`src/rtl/read_issuer_if.sv`:
```
`default_nettype none
// ============================================================================
// Module      : read_issuer_if
// Description : Bus bundle for the read issuer. It carries three groups of
//               signals: the command handshake, the Avalon-MM read request,
//               and the compare-descriptor side channel.
//               modport master : the issuer's view (drives *_o, samples *_i)
//               modport slave  : the surrounding logic's view
//               Port summary (suffix gives direction seen by the issuer):
//                 cmd_*      command offer / accept
//                 amm_*      AMM read request, stall and returned beats
//                 cmp_*      descriptor pulse plus comparator feedback
//                 busy_o     burst in flight or pending
// Revision    : 1.0 - initial release
// ============================================================================
interface read_issuer_if #(
    parameter int ADDR_W  = 32,
    parameter int BURST_W = 7
) ();
    logic                 cmd_valid_i;
    logic                 cmd_ready_o;
    logic [ADDR_W-1:0]    cmd_addr_i;
    logic [BURST_W-2:0]   cmd_words_i;
    logic [7:0]           cmd_ptrn_i;
    logic                 cmd_rnd_i;

    logic [ADDR_W-1:0]    amm_address_o;
    logic                 amm_read_o;
    logic [BURST_W-1:0]   amm_burstcount_o;
    logic                 amm_waitrequest_i;
    logic                 amm_readdatavalid_i;

    logic                 cmp_en_o;
    logic [ADDR_W-1:0]    cmp_addr_o;
    logic [BURST_W-2:0]   cmp_words_o;
    logic [7:0]           cmp_ptrn_o;
    logic                 cmp_rnd_o;
    logic                 cmp_done_i;
    logic                 cmp_error_i;

    logic                 busy_o;

    modport master (
        input  cmd_valid_i, cmd_addr_i, cmd_words_i, cmd_ptrn_i, cmd_rnd_i,
        output cmd_ready_o,
        output amm_address_o, amm_read_o, amm_burstcount_o,
        input  amm_waitrequest_i, amm_readdatavalid_i,
        output cmp_en_o, cmp_addr_o, cmp_words_o, cmp_ptrn_o, cmp_rnd_o,
        input  cmp_done_i, cmp_error_i,
        output busy_o
    );

    modport slave (
        output cmd_valid_i, cmd_addr_i, cmd_words_i, cmd_ptrn_i, cmd_rnd_i,
        input  cmd_ready_o,
        input  amm_address_o, amm_read_o, amm_burstcount_o,
        output amm_waitrequest_i, amm_readdatavalid_i,
        input  cmp_en_o, cmp_addr_o, cmp_words_o, cmp_ptrn_o, cmp_rnd_o,
        output cmp_done_i, cmp_error_i,
        input  busy_o
    );
endinterface
`default_nettype wire

```
`src/rtl/read_issuer.sv`:
```
`default_nettype none
// ============================================================================
// Module      : read_issuer
// Description : Accepts read commands and issues each one as a single AMM
//               burst read. After the slave accepts the burst, the issuer
//               pulses a compare descriptor for one cycle. New commands are
//               throttled so that outstanding beats and outstanding bursts
//               never exceed the downstream buffer depths. A comparator
//               error parks the block in HALT until start_test_i.
// Ports       : clk_i, rst_i (async, active-high), start_test_i (sync clear),
//               bus (read_issuer_if.master: cmd_*, amm_*, cmp_*, busy_o)
// Revision    : 1.0 - initial release
// ============================================================================
module read_issuer #(
    parameter int ADDR_W     = 32,
    parameter int BURST_W    = 7,
    parameter int MAX_BEATS  = 64,
    parameter int MAX_BURSTS = 4
) (
    input  wire logic       clk_i,
    input  wire logic       rst_i,
    input  wire logic       start_test_i,
    read_issuer_if.master   bus
);
    localparam int CNT_W  = $clog2(MAX_BEATS) + 1;
    localparam int BCNT_W = $clog2(MAX_BURSTS) + 1;
    // Wide enough to hold beats_out + a full burst without wrapping.
    localparam int SUM_W  = ((CNT_W > BURST_W) ? CNT_W : BURST_W) + 1;

    typedef enum logic [1:0] {
        S_IDLE = 2'd0,
        S_REQ  = 2'd1,
        S_HALT = 2'd2
    } state_t;

    state_t               r_state;
    state_t               w_next_state;

    logic [ADDR_W-1:0]    r_addr;
    logic [BURST_W-2:0]   r_words;
    logic [7:0]           r_ptrn;
    logic                 r_rnd;
    logic [BURST_W-1:0]   r_burstcount;
    logic                 r_cmp_en;
    logic                 r_busy;
    logic                 r_err_seen;
    logic [CNT_W-1:0]     r_beats_out;
    logic [BCNT_W-1:0]    r_bursts_out;

    logic                 w_cmd_ok;
    logic                 w_cmd_accept;
    logic                 w_amm_accept;
    logic                 w_err_seen_next;
    logic [SUM_W-1:0]     w_beats_need;
    logic [SUM_W-1:0]     w_beats_sum;
    logic [CNT_W-1:0]     w_beats_next;
    logic [BCNT_W-1:0]    w_bursts_next;

    // Room check uses the live command length so a command that fits is
    // accepted in the same cycle it is offered. start_test_i masks the
    // accept so that a command is never acknowledged and then dropped.
    assign w_beats_need = SUM_W'(r_beats_out) + SUM_W'(bus.cmd_words_i) + SUM_W'(1);
    assign w_cmd_ok     = bus.cmd_valid_i && !bus.cmp_error_i && !start_test_i
                          && (w_beats_need <= SUM_W'(MAX_BEATS))
                          && (r_bursts_out < BCNT_W'(MAX_BURSTS));
    assign w_amm_accept = (r_state == S_REQ) && !bus.amm_waitrequest_i;

    always_comb begin
        w_next_state    = r_state;
        w_cmd_accept    = 1'b0;
        w_err_seen_next = r_err_seen;
        case (r_state)
            S_IDLE: begin
                w_err_seen_next = 1'b0;
                if (bus.cmp_error_i) begin
                    w_next_state = S_HALT;
                end else if (w_cmd_ok) begin
                    w_cmd_accept = 1'b1;
                    w_next_state = S_REQ;
                end
            end
            S_REQ: begin
                // An error seen while stalled must not abort the AMM
                // handshake, so it is remembered until the slave accepts.
                if (bus.cmp_error_i) begin
                    w_err_seen_next = 1'b1;
                end
                if (w_amm_accept) begin
                    w_next_state    = (r_err_seen || bus.cmp_error_i) ? S_HALT : S_IDLE;
                    w_err_seen_next = 1'b0;
                end
            end
            S_HALT: begin
                w_err_seen_next = 1'b0;
            end
            default: begin
                w_next_state = S_IDLE;
            end
        endcase
        if (start_test_i) begin
            w_next_state    = S_IDLE;
            w_cmd_accept    = 1'b0;
            w_err_seen_next = 1'b0;
        end
    end

    // Net beat accounting: add the accepted burst, then retire one returned
    // beat, clamping at zero if a stray beat arrives with nothing owed.
    always_comb begin
        w_beats_sum   = SUM_W'(r_beats_out) + (w_amm_accept ? SUM_W'(r_burstcount) : '0);
        w_beats_next  = CNT_W'(w_beats_sum);
        if (bus.amm_readdatavalid_i && (w_beats_sum != '0)) begin
            w_beats_next = CNT_W'(w_beats_sum - SUM_W'(1));
        end
        w_bursts_next = r_bursts_out;
        if (w_amm_accept && !bus.cmp_done_i) begin
            w_bursts_next = r_bursts_out + BCNT_W'(1);
        end else if (!w_amm_accept && bus.cmp_done_i && (r_bursts_out != '0)) begin
            w_bursts_next = r_bursts_out - BCNT_W'(1);
        end
        if (start_test_i) begin
            w_beats_next  = '0;
            w_bursts_next = '0;
        end
    end

    always_ff @(posedge clk_i or posedge rst_i) begin
        if (rst_i) begin
            r_state <= S_IDLE;
        end else begin
            r_state <= w_next_state;
        end
    end

    always_ff @(posedge clk_i or posedge rst_i) begin
        if (rst_i) begin
            r_addr       <= '0;
            r_words      <= '0;
            r_ptrn       <= '0;
            r_rnd        <= 1'b0;
            r_burstcount <= '0;
            r_cmp_en     <= 1'b0;
            r_busy       <= 1'b0;
            r_err_seen   <= 1'b0;
            r_beats_out  <= '0;
            r_bursts_out <= '0;
        end else begin
            if (w_cmd_accept) begin
                r_addr       <= bus.cmd_addr_i;
                r_words      <= bus.cmd_words_i;
                r_ptrn       <= bus.cmd_ptrn_i;
                r_rnd        <= bus.cmd_rnd_i;
                r_burstcount <= BURST_W'(bus.cmd_words_i) + BURST_W'(1);
            end
            r_cmp_en     <= w_amm_accept && !start_test_i;
            r_err_seen   <= w_err_seen_next;
            r_beats_out  <= w_beats_next;
            r_bursts_out <= w_bursts_next;
            r_busy       <= (w_next_state == S_REQ) || (w_bursts_next != '0);
        end
    end

    // The descriptor reuses the command registers. The next command can only
    // load in the same cycle the pulse is shown, so the fields stay valid.
    assign bus.cmd_ready_o      = w_cmd_accept;
    assign bus.amm_read_o       = (r_state == S_REQ);
    assign bus.amm_address_o    = r_addr;
    assign bus.amm_burstcount_o = r_burstcount;
    assign bus.cmp_en_o         = r_cmp_en;
    assign bus.cmp_addr_o       = r_addr;
    assign bus.cmp_words_o      = r_words;
    assign bus.cmp_ptrn_o       = r_ptrn;
    assign bus.cmp_rnd_o        = r_rnd;
    assign bus.busy_o           = r_busy;

endmodule
`default_nettype wire

```
`src/flat_wrapper.sv`:
```
// flat-port wrapper written by rule: the top's interface ports become plain ports
module read_issuer_flat 
#(
    parameter int ADDR_W     = 32,
    parameter int BURST_W    = 7,
    parameter int MAX_BEATS  = 64,
    parameter int MAX_BURSTS = 4
)
  (clk_i, rst_i, start_test_i, bus_cmd_valid_i, bus_cmd_addr_i, bus_cmd_words_i, bus_cmd_ptrn_i, bus_cmd_rnd_i, bus_cmd_ready_o, bus_amm_address_o, bus_amm_read_o, bus_amm_burstcount_o, bus_amm_waitrequest_i, bus_amm_readdatavalid_i, bus_cmp_en_o, bus_cmp_addr_o, bus_cmp_words_o, bus_cmp_ptrn_o, bus_cmp_rnd_o, bus_cmp_done_i, bus_cmp_error_i, bus_busy_o);
  read_issuer_if #(.ADDR_W(ADDR_W), .BURST_W(BURST_W)) bus_i ();
  input  wire logic clk_i;
  input  wire logic rst_i;
  input  wire logic start_test_i;
  input wire logic [$bits(bus_i.cmd_valid_i)-1:0] bus_cmd_valid_i;
  input wire logic [$bits(bus_i.cmd_addr_i)-1:0] bus_cmd_addr_i;
  input wire logic [$bits(bus_i.cmd_words_i)-1:0] bus_cmd_words_i;
  input wire logic [$bits(bus_i.cmd_ptrn_i)-1:0] bus_cmd_ptrn_i;
  input wire logic [$bits(bus_i.cmd_rnd_i)-1:0] bus_cmd_rnd_i;
  output wire logic [$bits(bus_i.cmd_ready_o)-1:0] bus_cmd_ready_o;
  output wire logic [$bits(bus_i.amm_address_o)-1:0] bus_amm_address_o;
  output wire logic [$bits(bus_i.amm_read_o)-1:0] bus_amm_read_o;
  output wire logic [$bits(bus_i.amm_burstcount_o)-1:0] bus_amm_burstcount_o;
  input wire logic [$bits(bus_i.amm_waitrequest_i)-1:0] bus_amm_waitrequest_i;
  input wire logic [$bits(bus_i.amm_readdatavalid_i)-1:0] bus_amm_readdatavalid_i;
  output wire logic [$bits(bus_i.cmp_en_o)-1:0] bus_cmp_en_o;
  output wire logic [$bits(bus_i.cmp_addr_o)-1:0] bus_cmp_addr_o;
  output wire logic [$bits(bus_i.cmp_words_o)-1:0] bus_cmp_words_o;
  output wire logic [$bits(bus_i.cmp_ptrn_o)-1:0] bus_cmp_ptrn_o;
  output wire logic [$bits(bus_i.cmp_rnd_o)-1:0] bus_cmp_rnd_o;
  input wire logic [$bits(bus_i.cmp_done_i)-1:0] bus_cmp_done_i;
  input wire logic [$bits(bus_i.cmp_error_i)-1:0] bus_cmp_error_i;
  output wire logic [$bits(bus_i.busy_o)-1:0] bus_busy_o;
  assign bus_i.cmd_valid_i = bus_cmd_valid_i;
  assign bus_i.cmd_addr_i = bus_cmd_addr_i;
  assign bus_i.cmd_words_i = bus_cmd_words_i;
  assign bus_i.cmd_ptrn_i = bus_cmd_ptrn_i;
  assign bus_i.cmd_rnd_i = bus_cmd_rnd_i;
  assign bus_cmd_ready_o = bus_i.cmd_ready_o;
  assign bus_amm_address_o = bus_i.amm_address_o;
  assign bus_amm_read_o = bus_i.amm_read_o;
  assign bus_amm_burstcount_o = bus_i.amm_burstcount_o;
  assign bus_i.amm_waitrequest_i = bus_amm_waitrequest_i;
  assign bus_i.amm_readdatavalid_i = bus_amm_readdatavalid_i;
  assign bus_cmp_en_o = bus_i.cmp_en_o;
  assign bus_cmp_addr_o = bus_i.cmp_addr_o;
  assign bus_cmp_words_o = bus_i.cmp_words_o;
  assign bus_cmp_ptrn_o = bus_i.cmp_ptrn_o;
  assign bus_cmp_rnd_o = bus_i.cmp_rnd_o;
  assign bus_i.cmp_done_i = bus_cmp_done_i;
  assign bus_i.cmp_error_i = bus_cmp_error_i;
  assign bus_busy_o = bus_i.busy_o;
  read_issuer #(.ADDR_W(ADDR_W), .BURST_W(BURST_W), .MAX_BEATS(MAX_BEATS), .MAX_BURSTS(MAX_BURSTS)) u_core (.clk_i(clk_i), .rst_i(rst_i), .start_test_i(start_test_i), .bus(bus_i));
endmodule
```
`config.mk`:
```
export PLATFORM = sky130hd
export DESIGN_NAME = read_issuer_flat
export DESIGN_NICKNAME = d
export VERILOG_FILES = /design/src/rtl/read_issuer_if.sv /design/src/rtl/read_issuer.sv /design/src/flat_wrapper.sv
export SDC_FILE = /design/constraint.sdc
export NUM_CORES = 1
export LEC_CHECK = 0
export CORE_UTILIZATION = 35
export CTS_CLUSTER_DIAMETER = 80
export DETAILED_ROUTE_END_ITERATION = 8
export PLACE_DENSITY = 0.76
export SYNTH_ARGS = -nofsm -noshare
export SYNTH_HDL_FRONTEND = slang
export SYNTH_SLANG_ARGS = --single-unit
export TNS_END_PERCENT = 50
```
`constraint.sdc`:
```
create_clock -name clk_i -period 5 [get_ports clk_i]
set_input_delay 1 -clock clk_i [delete_from_list [all_inputs] [get_ports clk_i]]
set_output_delay 1 -clock clk_i [all_outputs]
set_load 0.005 [all_outputs]
```
==> results.toml, run 1 <==
[global_routing]
antenna_violations_before_repair = 0
grt_start_max_net_pins = 57
grt_overflow = 0
grt_pass1_wl_um = 14200
first_global_vias = 2859
grt.total_usage_pct = 16.2

[min_path]
hold_path_end = "u_core.r_bursts_out[2]"
worstHoldPathCells = 1
min-delay-start = "u_core.r_bursts_out[2]"
min_path_type = "reg2reg"

[logic_synthesis]
synth.avg_cell_area_sq_um = 11.5
synth_edf_count = 0
synth_ff_type = "dfrtp_1"
yosysWarnings = 0
netlist_area_sq_um = 3730
netlist-cell-type-count = 49
yosys_register_bits = 69
synth_fp_nets = 400
synth-async-reset-ratio_pct = 100
synth-seq-area-share_pct = 46.2
syn_inst = 325

[cts]
htree_num_levels = 3
clock_tree.buffer_depth = 2
numCtsBuffers = 9
cts.reportedPaths.clkPinSlew_ps = 70
cts.sink_count = 69
cts_post_setup_buffers_inserted = 0
root_buffer = "clkbuf_8"
clock_latency_ps = 340
ctsHoldBuffers = 0
cts_tree = "done"
post_cts_resize_count = 0

[worst_setup_path]
crit_path_max_incr_delay_ps = 510
crit-reg2reg-launch = "u_core.r_state[1]"
timing.critical_path.cells = "clkdlybuf4s50_1, ha_1, a21oi_1, a21o_1, nand2_2, xor2_1, nor3_1, o31a_2, clkdlybuf4s50_1"
worst-path-stages = 9
kind_of_start_point_of_the_critical_path = "input port"
timing.critical_path.buf_inv = 2
biggest_fanout_along_the_worst_timing_path = 5
critPathRequiredTime_ps = 4000
critical_path.slowest_cell = "clkdlybuf4s50_1"
r2r-end = "u_core.r_beats_out[1]"
reg2reg_slack_ps = 1620
cp_data_arrival_time_ps = 3340
timing.reg2reg.worst_path_depth = 13
critical_path_class = "in2out"
path_delay_family = "buffers and inverters"
path_common_cell = "clkdlybuf4s50_1"
critical_path.endpoint_type = "primary output"

[sta]
report.final.slew_viol_count = 0
post_route_setup_tns_ps = 0
final.setup_skew_ps = 9.18
grt_setup_unrepaired = "no"
timing_hold_violations_final = 0
fmax_mhz = 231
final.min_clock_period_ps = 4340
transition_time_at_the_pin_with_the_least_slew_margin_ps = 731
postLayoutSetupSlackWorst_ps = 664
slew-limit-headroom_pct = 51.3
timing.final.setup_violations = 0
holdWs_ps = 505
final_min_period_over_clock_period_pct = 86.7

[final_layout]
diodes = 0
syn_to_final_growth_pct = 41.1
share_of_final_layout_standard_cells_stronger_than_drive_strength_1_pct = 17.7
stdcell_area_sq_um = 5270
layout_net_count = 518
finalCoreUtilization_pct = 51.0

[floorplanning]
die_width_um = 105
design.die.area_sq_um = 11100
coreArea_sq_um = 10300
chipHeight_um = 105
initial_utilization_pct = 36.2
io-pin-count = 145
rows = 37

[routing]
drt-wirelength-per-cell_um = 15.1
post-route-drc-count = 0
detailroute.via_count = 2831
wl_um = 8790
detail_route.first_pass.iterations = 4
detail_route.vias_per_cell = 4.86
route.antenna.remaining_nets = 0
first_iter_violations = 160

[pwr]
netSwitchingFraction_pct = 31.0
power.density_nw_per_um2 = 549
sequential_power_share_pct = 34.0
power.internal_mw = 2.00
total_switching_power_mw = 0.896
pwr-share-comb_pct = 51.0
ir_drop_uv = 262
cellLeakagePower_nw = 2.25
clock_power_share_pct = 14.9

[run_status]
run_status = "finished clean"

[placed_design]
placed_area_sq_um = 5090
detailedPlace.worstSlack_ps = 696
dpl.hpwl_um = 6650
routabilityCongestion = 0.834
place.port_buffers = 144

[flow_run]
max-cap-violations = 0
## state kept, by name, indices dropped and copies added (netlist names), 2 cells and up
register / count
u_core.bus.amm_address_o: 32
u_core.r_beats_out: 7
u_core.r_bursts_out: 3
u_core.bus.cmp_words_o: 6
u_core.bus.cmp_ptrn_o: 8
u_core.bus.amm_burstcount_o: 7
u_core.r_state: 2
## synthesized netlist by cell type (2+ instances only)
master,count,share of area (%)
mux2_2,53,16
nor2b_1,2,0.34
mux2i_1,3,0.80
o211a_1,2,0.54
and2_1,6,1.0
a21oi_1,8,1.1
clkbuf_1,3,0.30
nand2_1,7,0.70
nor3b_1,2,0.40
a211oi_1,4,0.80
dfrtp_1,69,46
a21o_1,2,0.40
nand4_1,4,0.67
nor3_1,2,0.27
nor4_1,2,0.34
or4b_1,2,0.54
xnor2_1,9,2.1
ha_1,19,6.4
inv_1,18,1.8
nand3_1,8,1.1
nand2b_1,3,0.50
buf_4,32,6.4
xor2_1,5,1.2
nand3b_1,2,0.40
o21ai_0,8,1.1
nor2_1,20,2.0
or2_2,2,0.34
buf_2,5,0.67
and3_1,3,0.50
## layout make-up
cell class / instances / area (sq um)
Tap cell: 136 / 170
Timing Repair Buffer: 148 / 1470
Sequential cell: 69 / 1730
Inverter: 18 / 67.6
Fill cell: 910 / 5050
Multi-Input combinational cell: 197 / 1650
Clock inverter: 5 / 52.6
Clock buffer: 10 / 128
## routing by layer
| metal | wire length [um] | track usage (%) | part of all wire [%] |
|---|---|---|---|
| met1 | 3780 | 19.6 | 43 |
| met2 | 4360 | 28.0 | 50 |
| met3 | 578 | 5.38 | 6.6 |
| met4 | 72 | 3.52 | 0.82 |
| met5 | 0 | 0 | 0 |
## power groups by stage
stage / clock network [mW] / registers, mW / logic, mW
finish: 0.432 / 0.985 / 1.48
global placement: 0 / 0.983 / 1.45
global route: 0.470 / 1.02 / 1.60
detailed placement: 0 / 0.995 / 1.48
floorplan: 0 / 0.984 / 0.777
CTS: 0.447 / 0.988 / 1.49
## logic make-up after synthesis
logic type               after synthesis  share of synthesized area, %
buffers and inverters                 59                          9.52
XOR/XNOR                              14                          3.28
multiplexers                          56                          16.8
flip-flops                            69                          46.2
AND/OR/NAND/NOR                       70                          10.1
adder cells (fa/ha/maj)               20                          6.90
AO/OA/AOI/OAI                         37                          7.14
## how the worst max path moves through the flow
stage | startpoint | slack (ps) | to
after floorplan | bus_amm_waitrequest_i | 1440 | u_core.r_beats_out[1]
after global placement | bus_cmd_words_i[2] | 710 | bus_cmd_ready_o
after detailed placement | bus_cmd_words_i[2] | 700 | bus_cmd_ready_o
after CTS | bus_cmd_words_i[2] | 680 | bus_cmd_ready_o
after global routing | bus_cmd_words_i[2] | 510 | bus_cmd_ready_o
final | bus_cmd_words_i[2] | 660 | bus_cmd_ready_o
## layout by cell type (no fill, tap or decap), types with 2 or more instances in the layout
master and count:
a211oi_1 4, a21o_1 2, a21oi_1 8, and2_1 6, and3_1 3, buf_4 4
clkbuf_8 9, clkdlybuf4s50_1 144, clkinv_2 3, dfrtp_1 69, ha_1 19, inv_1 17
mux2_2 53, mux2i_1 3, nand2_1 7, nand2b_1 3, nand3_1 8, nand3b_1 2
nand4_1 4, nor2_1 20, nor2b_1 2, nor3_1 2, nor3b_1 2, nor4_1 2
o211a_1 2, o21ai_0 8, or2_2 2, or4b_1 2, xnor2_1 9, xor2_1 5
## stage by stage
stage	instances	total power, mW
after floorplan	325	1.76
after global placement	568	2.44
after detailed placement	568	2.48
after CTS	583	2.93
after global routing	583	3.09
final	583	2.89
(Power assumes the default switching activity.)
==> run 2: changes to the inputs <==
--- a/config.mk
+++ b/config.mk
@@ -5,10 +5,11 @@
 export SDC_FILE = /design/constraint.sdc
 export NUM_CORES = 1
 export LEC_CHECK = 0
+export ABC_AREA = 1
 export CORE_UTILIZATION = 35
 export CTS_CLUSTER_DIAMETER = 80
 export DETAILED_ROUTE_END_ITERATION = 8
-export PLACE_DENSITY = 0.76
+export PLACE_DENSITY = 0.75
 export SYNTH_ARGS = -nofsm -noshare
 export SYNTH_HDL_FRONTEND = slang
 export SYNTH_SLANG_ARGS = --single-unit
==> run 2 against run 1 <==
  * Flip-flop and latch count unchanged
  * Maximum frequency shrank 1.4%
  * Non-clock buffer count is the same
  * Global-route usage rose by 2.1 points
  * Cell count up 33%
  * Worst setup slack worse by 63 ps
==> results.toml, run 2 <==
[worst_setup_path]
biggest_fanout_along_the_worst_timing_path = 6
timing.critical_path.cells = "clkdlybuf4s50_1, ha_1, a21oi_2, o21ai_1, o21ai_2, nand2_1, or2_1, nand2_2, nand2_2, inv_1, clkdlybuf4s50_1"
critical_path.endpoint_type = "primary output"
critical_path.slowest_cell = "clkdlybuf4s50_1"
kind_of_start_point_of_the_critical_path = "input port"
critPathRequiredTime_ps = 4000
crit_path_max_incr_delay_ps = 550
critical_path_class = "in2out"
timing.critical_path.buf_inv = 3
path_delay_family = "buffers and inverters"
reg2reg_slack_ps = 1670
cp_data_arrival_time_ps = 3400

[placed_design]
dpl.hpwl_um = 7880
routabilityCongestion = 0.812
place.port_buffers = 144

[cts]
post_cts_resize_count = 0
cts.sink_count = 69
ctsHoldBuffers = 0
clock_tree.buffer_depth = 2
htree_num_levels = 3
cts_post_setup_buffers_inserted = 0
clock_latency_ps = 330
root_buffer = "clkbuf_16"
cts_tree = "done"
numCtsBuffers = 9
cts.reportedPaths.clkPinSlew_ps = 50

[logic_synthesis]
syn_inst = 519
synth-seq-area-share_pct = 43.1
yosys_register_bits = 69
synth_edf_count = 0
synth_largest_type_area_fraction_pct = 43.1
ys_top_cells_by_area = "dfrtp_1 (43%), nand2_1 (16%), nand3_1 (10%)"
yosysWarnings = 0
synth_fp_nets = 594
synth_ff_type = "dfrtp_1"
post-synth-top-count-cell = "nand2_1"
netlist_top_cells_count = "nand2_1 (168), nand3_1 (83), dfrtp_1 (69), inv_1 (47), nor2_1 (34)"
synth-async-reset-ratio_pct = 100
netlist_area_sq_um = 4010
netlist-cell-type-count = 30
synth_top_area_cell = "dfrtp_1"
synth.avg_cell_area_sq_um = 7.72

[final_layout]
share_of_final_layout_standard_cells_stronger_than_drive_strength_1_pct = 4.57
multi_input_area_sq_um = 1760
syn_to_final_growth_pct = 40.7
sequential_cell_area_sq_um = 1730
layout_net_count = 704
largest_register_ffs = 32
layout.cells.most_common = "nand2_1"
fill_cells = 1025
diodes = 0
layout_common_cells = "nand2_1 (168), clkdlybuf4s50_1 (144), nand3_1 (83)"
finalCoreUtilization_pct = 51.3

[routing]
drt-wirelength-per-cell_um = 13.8
detail_route.vias_per_cell = 4.84
detailroute.via_count = 3747
first_iter_violations = 261
post-route-drc-count = 0
detail_route.first_pass.iterations = 4
wl_um = 10700
route.antenna.remaining_nets = 0

[sta]
final.min_clock_period_ps = 4400
timing_hold_violations_final = 0
timing.final.setup_violations = 0
grt_setup_unrepaired = "no"
report.final.slew_viol_count = 0
final_min_period_over_clock_period_pct = 88.0
slew-limit-headroom_pct = 59.5
transition_time_at_the_pin_with_the_least_slew_margin_ps = 607
fmax_mhz = 227
post_route_setup_tns_ps = 0
final.setup_skew_ps = 6.31

[global_routing]
antenna_violations_before_repair = 0
grt_pass1_wl_um = 16900
first_global_vias = 3546
grt.total_usage_pct = 18.3
grt_start_max_net_pins = 57
grt_overflow = 0

[pwr]
clock_power_share_pct = 20.7
power.internal_mw = 2.14
power.density_nw_per_um2 = 588
pwr-share-comb_pct = 49.5
ir_drop_uv = 265
cellLeakagePower_nw = 2.83
sequential_power_share_pct = 29.8
netSwitchingFraction_pct = 35.6
total_switching_power_mw = 1.18

[floorplanning]
die_width_um = 109
io-pin-count = 145
initial_utilization_pct = 36.5
design.die.area_sq_um = 11900
chipHeight_um = 109
rows = 38
coreArea_sq_um = 11000

[flow_run]
max-cap-violations = 0

[min_path]
min_path_type = "reg2reg"

[run_status]
run_status = "finished clean"
run 2: changes by cell type in the layout (fill, tap and decap cells not counted), sizes merged, moves of 6 or more:
| cell | previous run | this run |
|---|---|---|
| and2 | 6 | 0 |
| inv | 18 | 48 |
| mux2 | 53 | 0 |
| nand2 | 8 | 171 |
| nand3 | 8 | 83 |
| nor2 | 20 | 34 |
run 2: per-layer routing:
metal | up-vias | track usage, % | routed length [um]
met5 | - | 0 | 0
met3 | 19 | 4.96 | 807
met4 | 0 | 7.05 | 174
met1 | 1764 | 20.8 | 4320
met2 | 133 | 32.6 | 5390
li1 | 1831 | - | -
run 2: cell families after synthesis:
family,after synthesis,synth area share [%]
buffers and inverters,98,13.1
AO/OA/AOI/OAI,19,2.97
XOR/XNOR,12,2.62
adder cells (fa/ha/maj),20,6.43
flip-flops,69,43.1
AND/OR/NAND/NOR,301,31.8
run 2: path summary, 6_finish.rpt:
kind	start	depth (start not counted)	endpoint
setup / recovery	bus_cmd_words_i[2]	11	bus_cmd_ready_o
hold / removal	u_core.bus.cmp_words_o[5]	2	u_core.bus.cmp_words_o[5]
setup reg to reg	u_core.r_state[1]	20	u_core.r_beats_out[2]
hold reg to reg	u_core.bus.cmp_words_o[5]	2	u_core.bus.cmp_words_o[5]
max in group asynchronous	rst_i	3	u_core.r_beats_out[1]
min in group asynchronous	rst_i	2	u_core.bus.amm_address_o[8]
run 2: metrics by stage:
stage                     std cells  power [mW]  instance area [sq um]  hold slack (ps)  setup WS (ps)
after floorplan                 519        1.91                   4010              465           1570
after global placement          758        2.59                   5310              455            694
after detailed placement        758        2.65                   5310              462            640
after CTS                       774        3.35                   5640              477            612
after global routing            774        3.58                   5640              502            423
final                           774        3.31                   5640              471            600
run 2: cell type report:
type	instances	area share [%]
sequential	69	30.6
clock inverter	4	1.24
clock buffer	12	4.55
timing repair buffer	148	26.1
inverter	49	3.26
multi-input combinational	352	31.1
tap	140	3.11
run 2: worst min-delay path: stages, from the launching register on:
cell and delay, ps:
dfrtp_1 340, nand2_1 50, nand2_1 50
run 2: power by group through the flow:
stage          Clock [mW]  Sequential (mW)  Combinational (mW)
3_5_place_dp            0            0.998                1.65
2_1_floorplan           0            0.977               0.932
4_1_cts             0.703            0.990                1.66
5_1_grt             0.727             1.02                1.84
3_3_place_gp            0            0.985                1.61
6_report            0.687            0.988                1.64
==> patch 1, RTL diff (flow settings as in run 1) <==
Re-encode `state_t` (3 states) as one-hot, 3 bits wide.
--- a/src/rtl/read_issuer.sv
+++ b/src/rtl/read_issuer.sv
@@ -27,10 +27,10 @@
     // Wide enough to hold beats_out + a full burst without wrapping.
     localparam int SUM_W  = ((CNT_W > BURST_W) ? CNT_W : BURST_W) + 1;
 
-    typedef enum logic [1:0] {
-        S_IDLE = 2'd0,
-        S_REQ  = 2'd1,
-        S_HALT = 2'd2
+    typedef enum logic [2:0] {
+        S_IDLE = 3'b001,
+        S_REQ  = 3'b010,
+        S_HALT = 3'b100
     } state_t;
 
     state_t               r_state;
Behaviour: no difference found for any inputs over 4 cycles, from zero or initial values and one cycle with rst_i high; so few cycles prove little.
==> patch 1 against run 1 <==
Synthesized cell count increased by 8.0%; area after synthesis increased by 6.9%; final area grew 7.1%; global-route usage up 1.0 points; clock skew fell by 3.1 ps; core utilization up 0.32 points; power fell by 15%; sequential cell count rose by 1; routed wire length rose by 11%; hold slack lost 21 ps; setup slack got worse by 430 ps; largest power group unchanged.
==> patch 1: results (changes against run 1) <==
| Metric | This run | Unit | Delta |
|---|---|---|---|
| Result of the run | finished, final reports clean | - |  |
| Pin count of the biggest net entering global routing | 57 | - | unchanged |
| Rel. slew slack | 0.530 | - | +0.0170 |
| Post-place setup slack | 235 | ps | -461 ps |
| Worst-case vdd ir drop | 0.000257 | V | -1.8% |
| Placer congestion estimate | 0.854 | - | +2.5% |
| Adder and majority cell fraction of the synthesized area | 0.0646 | - | -0.00448 |
| FFs w/ async S/R, synth | 1.00 | - | unchanged |
| Hold_buf cts | 0 | - | unchanged |
| Fraction of synthesized cell area in xor and xnor cells | 0.0263 | - | -0.00652 |
| Number of nets at the end of the flow | 545 | - | +5.2% |
| Cell at the root of the clock tree | sky130_fd_sc_hd__clkbuf_16 | - |  |
| Via density per instance | 4.96 | - | +2.1% |
| Via count of the first global-routing pass | 3,210 | - | +12% |
| Antenna violations before repair | 0 | - | unchanged |
| Clk pin slew, worst setup/hold paths | 60 | ps |  |
| Drt pass-1 iters | 4 | - | unchanged |
| Peak fanout along the critical path | 4 | - | -1 |
| Top cells by area, synth | sky130_fd_sc_hd__dfrtp_1 43%, sky130_fd_sc_hd__mux2_2 8.5%, sky130_fd_sc_hd__mux2_1 7.6% | - |  |
| DRC marker count from the first detailed-route iteration | 127 | - | -21% |
| Leak Pwr | 2.50 | nW | +11% |
| Wire length after detailed routing | 9.79 | mm | +11% |
| Commonest cells in the netlist | 69 x sky130_fd_sc_hd__dfrtp_1, 33 x sky130_fd_sc_hd__buf_4, 30 x sky130_fd_sc_hd__mux2_2 | - |  |
| Global-route wire length before repair | 15.7 | mm | +10% |
| Antenna Diode Count | 0 | - | unchanged |
| Number of gates resized after CTS | 0 | - | unchanged |
| Half-perimeter wire length after detailed placement | 7.40 | mm | +11% |
| Sequential cell area fraction in the yosys report | 0.439 | - | -0.0234 |
| Share of final-layout standard cells stronger than drive strength 1 | 0.137 | - | -0.0396 |
| Insertion delay of the later-clocked pin in the worst-skew pair | 330 | ps |  |
| Warnings, synthesis | 0 | - | unchanged |
| Share of cell area taken by muxes after synthesis | 0.166 | - | -0.00212 |
| Post-CTS Setup Inserts | 0 | - | unchanged |
| Hold Crit Class | flop to flop | - |  |
| Arrival time worst endpoint | 3760 | ps | +420 ps |
| Post-Syn Nets | 426 | - | +6.5% |
| Number of fillers in the final layout | 945 | - | +3.8% |
| CTS H-tree lvls | 3 | - | unchanged |
| Number of distinct standard cells referenced by the synthesized netlist | 56 | - | +14% |
| Worst Clk Skew | 6.08 | ps | -3.10 ps |
| Complex-gate fraction of the synthesized area | 0.0887 | - | +0.0173 |
| Gr usage total | 0.173 | - | +0.0103 |
| Max reg flops | 32 | - | unchanged |
| Total clock buffers created by CTS | 9 | - | unchanged |
[patch 1: final timing paths]
kind / to / slack, ps / cells past startpoint / startpoint
worst max-delay path: bus_cmd_ready_o / 240 / 8 / bus_cmd_words_i[1]
worst min-delay path: u_core.bus.cmp_words_o[5] / 480 / 1 / u_core.bus.cmp_words_o[5]
worst max register to register: u_core.r_beats_out[1] / 1320 / 11 / u_core.r_state[2]
worst min register to register: u_core.bus.cmp_words_o[5] / 480 / 1 / u_core.bus.cmp_words_o[5]
max in group asynchronous: u_core.bus.cmp_words_o[4] / 3140 / 3 / rst_i
min in group asynchronous: u_core.bus.amm_address_o[17] / 1080 / 2 / rst_i
[patch 1: worst max-delay path, cell delays in order]
cell and delay, ps:
sky130_fd_sc_hd__clkdlybuf4s50_1 430, sky130_fd_sc_hd__ha_1 310, sky130_fd_sc_hd__nor2b_1 130, sky130_fd_sc_hd__o21a_1 200, sky130_fd_sc_hd__or4_1 470, sky130_fd_sc_hd__a211o_1 330, sky130_fd_sc_hd__a221oi_4 330, sky130_fd_sc_hd__clkdlybuf4s50_1 560
[patch 1: cell type report]
type	count	area, um2	share of cell area
clock inverter	5	35.0	0.00621
inverter	13	48.8	0.00865
multi-input combinational	224	1890	0.335
timing repair buffer	152	1500	0.266
sequential	70	1750	0.311
clock buffer	10	239	0.0424
tap	140	175	0.0311
[patch 1: routing by layer]
| metal | routed length, um | GRT usage | vias to the layer above |
|---|---|---|---|
| li1 | - | - | 1453 |
| met1 | 3990 | 0.196 | 1468 |
| met2 | 4880 | 0.292 | 103 |
| met3 | 662 | 0.0508 | 21 |
| met4 | 255 | 0.0907 | 0 |
| met5 | 0 | 0 | - |
[patch 1: power by group]
group	internal, mW	switching (mW)
clock	0.347	0.235
sequential	0.734	0.134
combinational	0.647	0.371
[patch 1: cell families after synthesis]
kind of cell             count (synthesis)
multiplexers                            59
adder cells (fa/ha/maj)                 20
AO/OA/AOI/OAI                           49
buffers and inverters                   57
flip-flops                              70
AND/OR/NAND/NOR                         84
XOR/XNOR                                12
[patch 1: per-stage QoR]
step                cells  instance area, um2  total power [mW]  hold slack (ps)
detailed placement    599                5370              1.89              475
global placement      599                5370              1.86              468
CTS                   614                5640              2.50              488
floorplan             351                3990              1.38              480
finish                614                5640              2.47              483
global route          614                5640              2.62              492
==> patch 2, RTL diff (config.mk and constraints of run 1) <==
Without the edit above. `BURST_W` is set to 7 in 3 places; all go to 14.
--- a/src/rtl/read_issuer_if.sv
+++ b/src/rtl/read_issuer_if.sv
@@ -15,7 +15,7 @@
 // ============================================================================
 interface read_issuer_if #(
     parameter int ADDR_W  = 32,
-    parameter int BURST_W = 7
+    parameter int BURST_W = 14
 ) ();
     logic                 cmd_valid_i;
     logic                 cmd_ready_o;
--- a/src/rtl/read_issuer.sv
+++ b/src/rtl/read_issuer.sv
@@ -13,7 +13,7 @@
 // ============================================================================
 module read_issuer #(
     parameter int ADDR_W     = 32,
-    parameter int BURST_W    = 7,
+    parameter int BURST_W    = 14,
     parameter int MAX_BEATS  = 64,
     parameter int MAX_BURSTS = 4
 ) (
--- a/src/flat_wrapper.sv
+++ b/src/flat_wrapper.sv
@@ -2,7 +2,7 @@
 module read_issuer_flat 
 #(
     parameter int ADDR_W     = 32,
-    parameter int BURST_W    = 7,
+    parameter int BURST_W    = 14,
     parameter int MAX_BEATS  = 64,
     parameter int MAX_BURSTS = 4
 )
Interface: changed (resized bus_amm_burstcount_o, bus_cmd_words_i and bus_cmp_words_o); port bits go from 145 to 166. No check against the original RTL was run, so the function may have changed too.
==> patch 2 against run 1 <==
Global-route usage grew 0.49 points; synthesized cell count up 28%; final area grew 27%; area after synthesis up 25%; setup slack lost 450 ps; sequential cell count is 14 higher; power shrank 25%; routed wire length up 27%.
==> patch 2: results (changes against run 1) <==
| Metric | This run | Unit | Delta |
|---|---|---|---|
| Result of the run | finished, final reports clean | - |  |
| Capture point of the worst reg-to-reg path | u_core.r_beats_out[6] | - |  |
| Multi-input logic area | 0.00221 | mm2 | +34% |
| Fraction of the cycle the final worst path needs | 0.958 | - | +0.0906 |
| Number of fillers in the final layout | 1,102 | - | +21% |
| Pin count of the biggest net entering global routing | 55 | - | -3.5% |
| Arrival time worst endpoint | 3790 | ps | +450 ps |
| #MultiIn Comb | 266 | - | +35% |
| Commonest cells in the netlist | 83 x sky130_fd_sc_hd__dfrtp_1, 55 x sky130_fd_sc_hd__mux2_2, 33 x sky130_fd_sc_hd__buf_4 | - |  |
| Buffers outside the clock class | 187 | - | +26% |
| GRT met2 Usage | 0.310 | - | +0.0302 |
| Number of distinct standard cells referenced by the synthesized netlist | 64 | - | +31% |
| Number of gates resized after CTS | 2 | - | +2 |
| Wire length after detailed routing | 11.2 | mm | +27% |
| Register-to-register path setup slack | 1400 | ps | -220 ps |
| Power density relative to cell area | 325 | mW/mm2 | -41% |
| Syn_area_per_cell | 11.3 | um2 | -1.9% |
| Count of buffers inserted at the top-level ports | 165 | - | +15% |
| Routed length on met3 | 580 | um | +0.35% |
| Critical register-to-register path startpoint | u_core.r_state[0] | - |  |
| DRC marker count from the first detailed-route iteration | 187 | - | +17% |
| Worst-case vdd ir drop | 0.000167 | V | -36% |
| Placer congestion estimate | 0.858 | - | +3.0% |
| Clock network share of area | 0.0446 | - | +0.0104 |
| Post-Syn Nets | 499 | - | +25% |
| Met1 track utilization from global routing | 0.189 | - | -0.00724 |
| Gr usage total | 0.167 | - | +0.00488 |
| Worst Clk Skew | 9.32 | ps | +0.146 ps |
| Logic inverters | 20 | - | +2 |
| Cell at the root of the clock tree | sky130_fd_sc_hd__clkbuf_16 | - |  |
| Post-CTS Setup Inserts | 3 | - | +3 |
| Worst R2R Path Depth | 12 | - | -1 |
| Average wire per cell in the routed design | 15.0 | um | -0.14% |
| Share of final-layout standard cells stronger than drive strength 1 | 0.205 | - | +0.0278 |
| Sequential cell area | 0.00208 | mm2 | +20% |
| Half-perimeter wire length after detailed placement | 8.74 | mm | +31% |
| Slew at the pin closest to its max-slew limit | 882 | ps | +151 ps |
| Number of synthesized register bits | 83 | - | +20% |
## patch 2: logic make-up after synthesis
family / after synthesis / synth area share
xor gates and xnor gates: 11 / 0.0206
adders and majority gates: 22 / 0.0620
buffers and inverters: 66 / 0.0885
and+or+nand+nor: 107 / 0.129
muxes: 64 / 0.153
DFF: 83 / 0.444
AOI/OAI and AO/OA: 62 / 0.103
## patch 2: critical path, stage by stage
cell	delay (ps)
sky130_fd_sc_hd__clkdlybuf4s50_1	500
sky130_fd_sc_hd__ha_1	180
sky130_fd_sc_hd__inv_1	60
sky130_fd_sc_hd__fa_1	370
sky130_fd_sc_hd__nand2b_1	180
sky130_fd_sc_hd__a21oi_2	200
sky130_fd_sc_hd__o211ai_1	150
sky130_fd_sc_hd__mux2_2	280
sky130_fd_sc_hd__o22a_1	210
sky130_fd_sc_hd__nor4bb_1	290
sky130_fd_sc_hd__buf_4	160
sky130_fd_sc_hd__dlygate4sd2_1	240
## patch 2: worst min-delay path by stage
stage / start / endpoint / slack [ps] / cells past startpoint
after floorplan: u_core.r_bursts_out[2] / u_core.r_bursts_out[2] / 480 / 1
after global placement: u_core.bus.cmp_words_o[8] / u_core.bus.cmp_words_o[8] / 470 / 1
after detailed placement: u_core.bus.cmp_words_o[7] / u_core.bus.cmp_words_o[7] / 470 / 1
after CTS: u_core.bus.cmp_words_o[8] / u_core.bus.cmp_words_o[8] / 490 / 1
after global routing: u_core.bus.cmp_words_o[7] / u_core.bus.cmp_words_o[7] / 510 / 1
final: u_core.bus.cmp_words_o[8] / u_core.bus.cmp_words_o[8] / 480 / 1
## patch 2: power by group
group	switching, mW	internal, mW	total, mW
clock network	0.274	0.390	0.664
registers	0.0562	0.742	0.798
logic	0.344	0.370	0.714
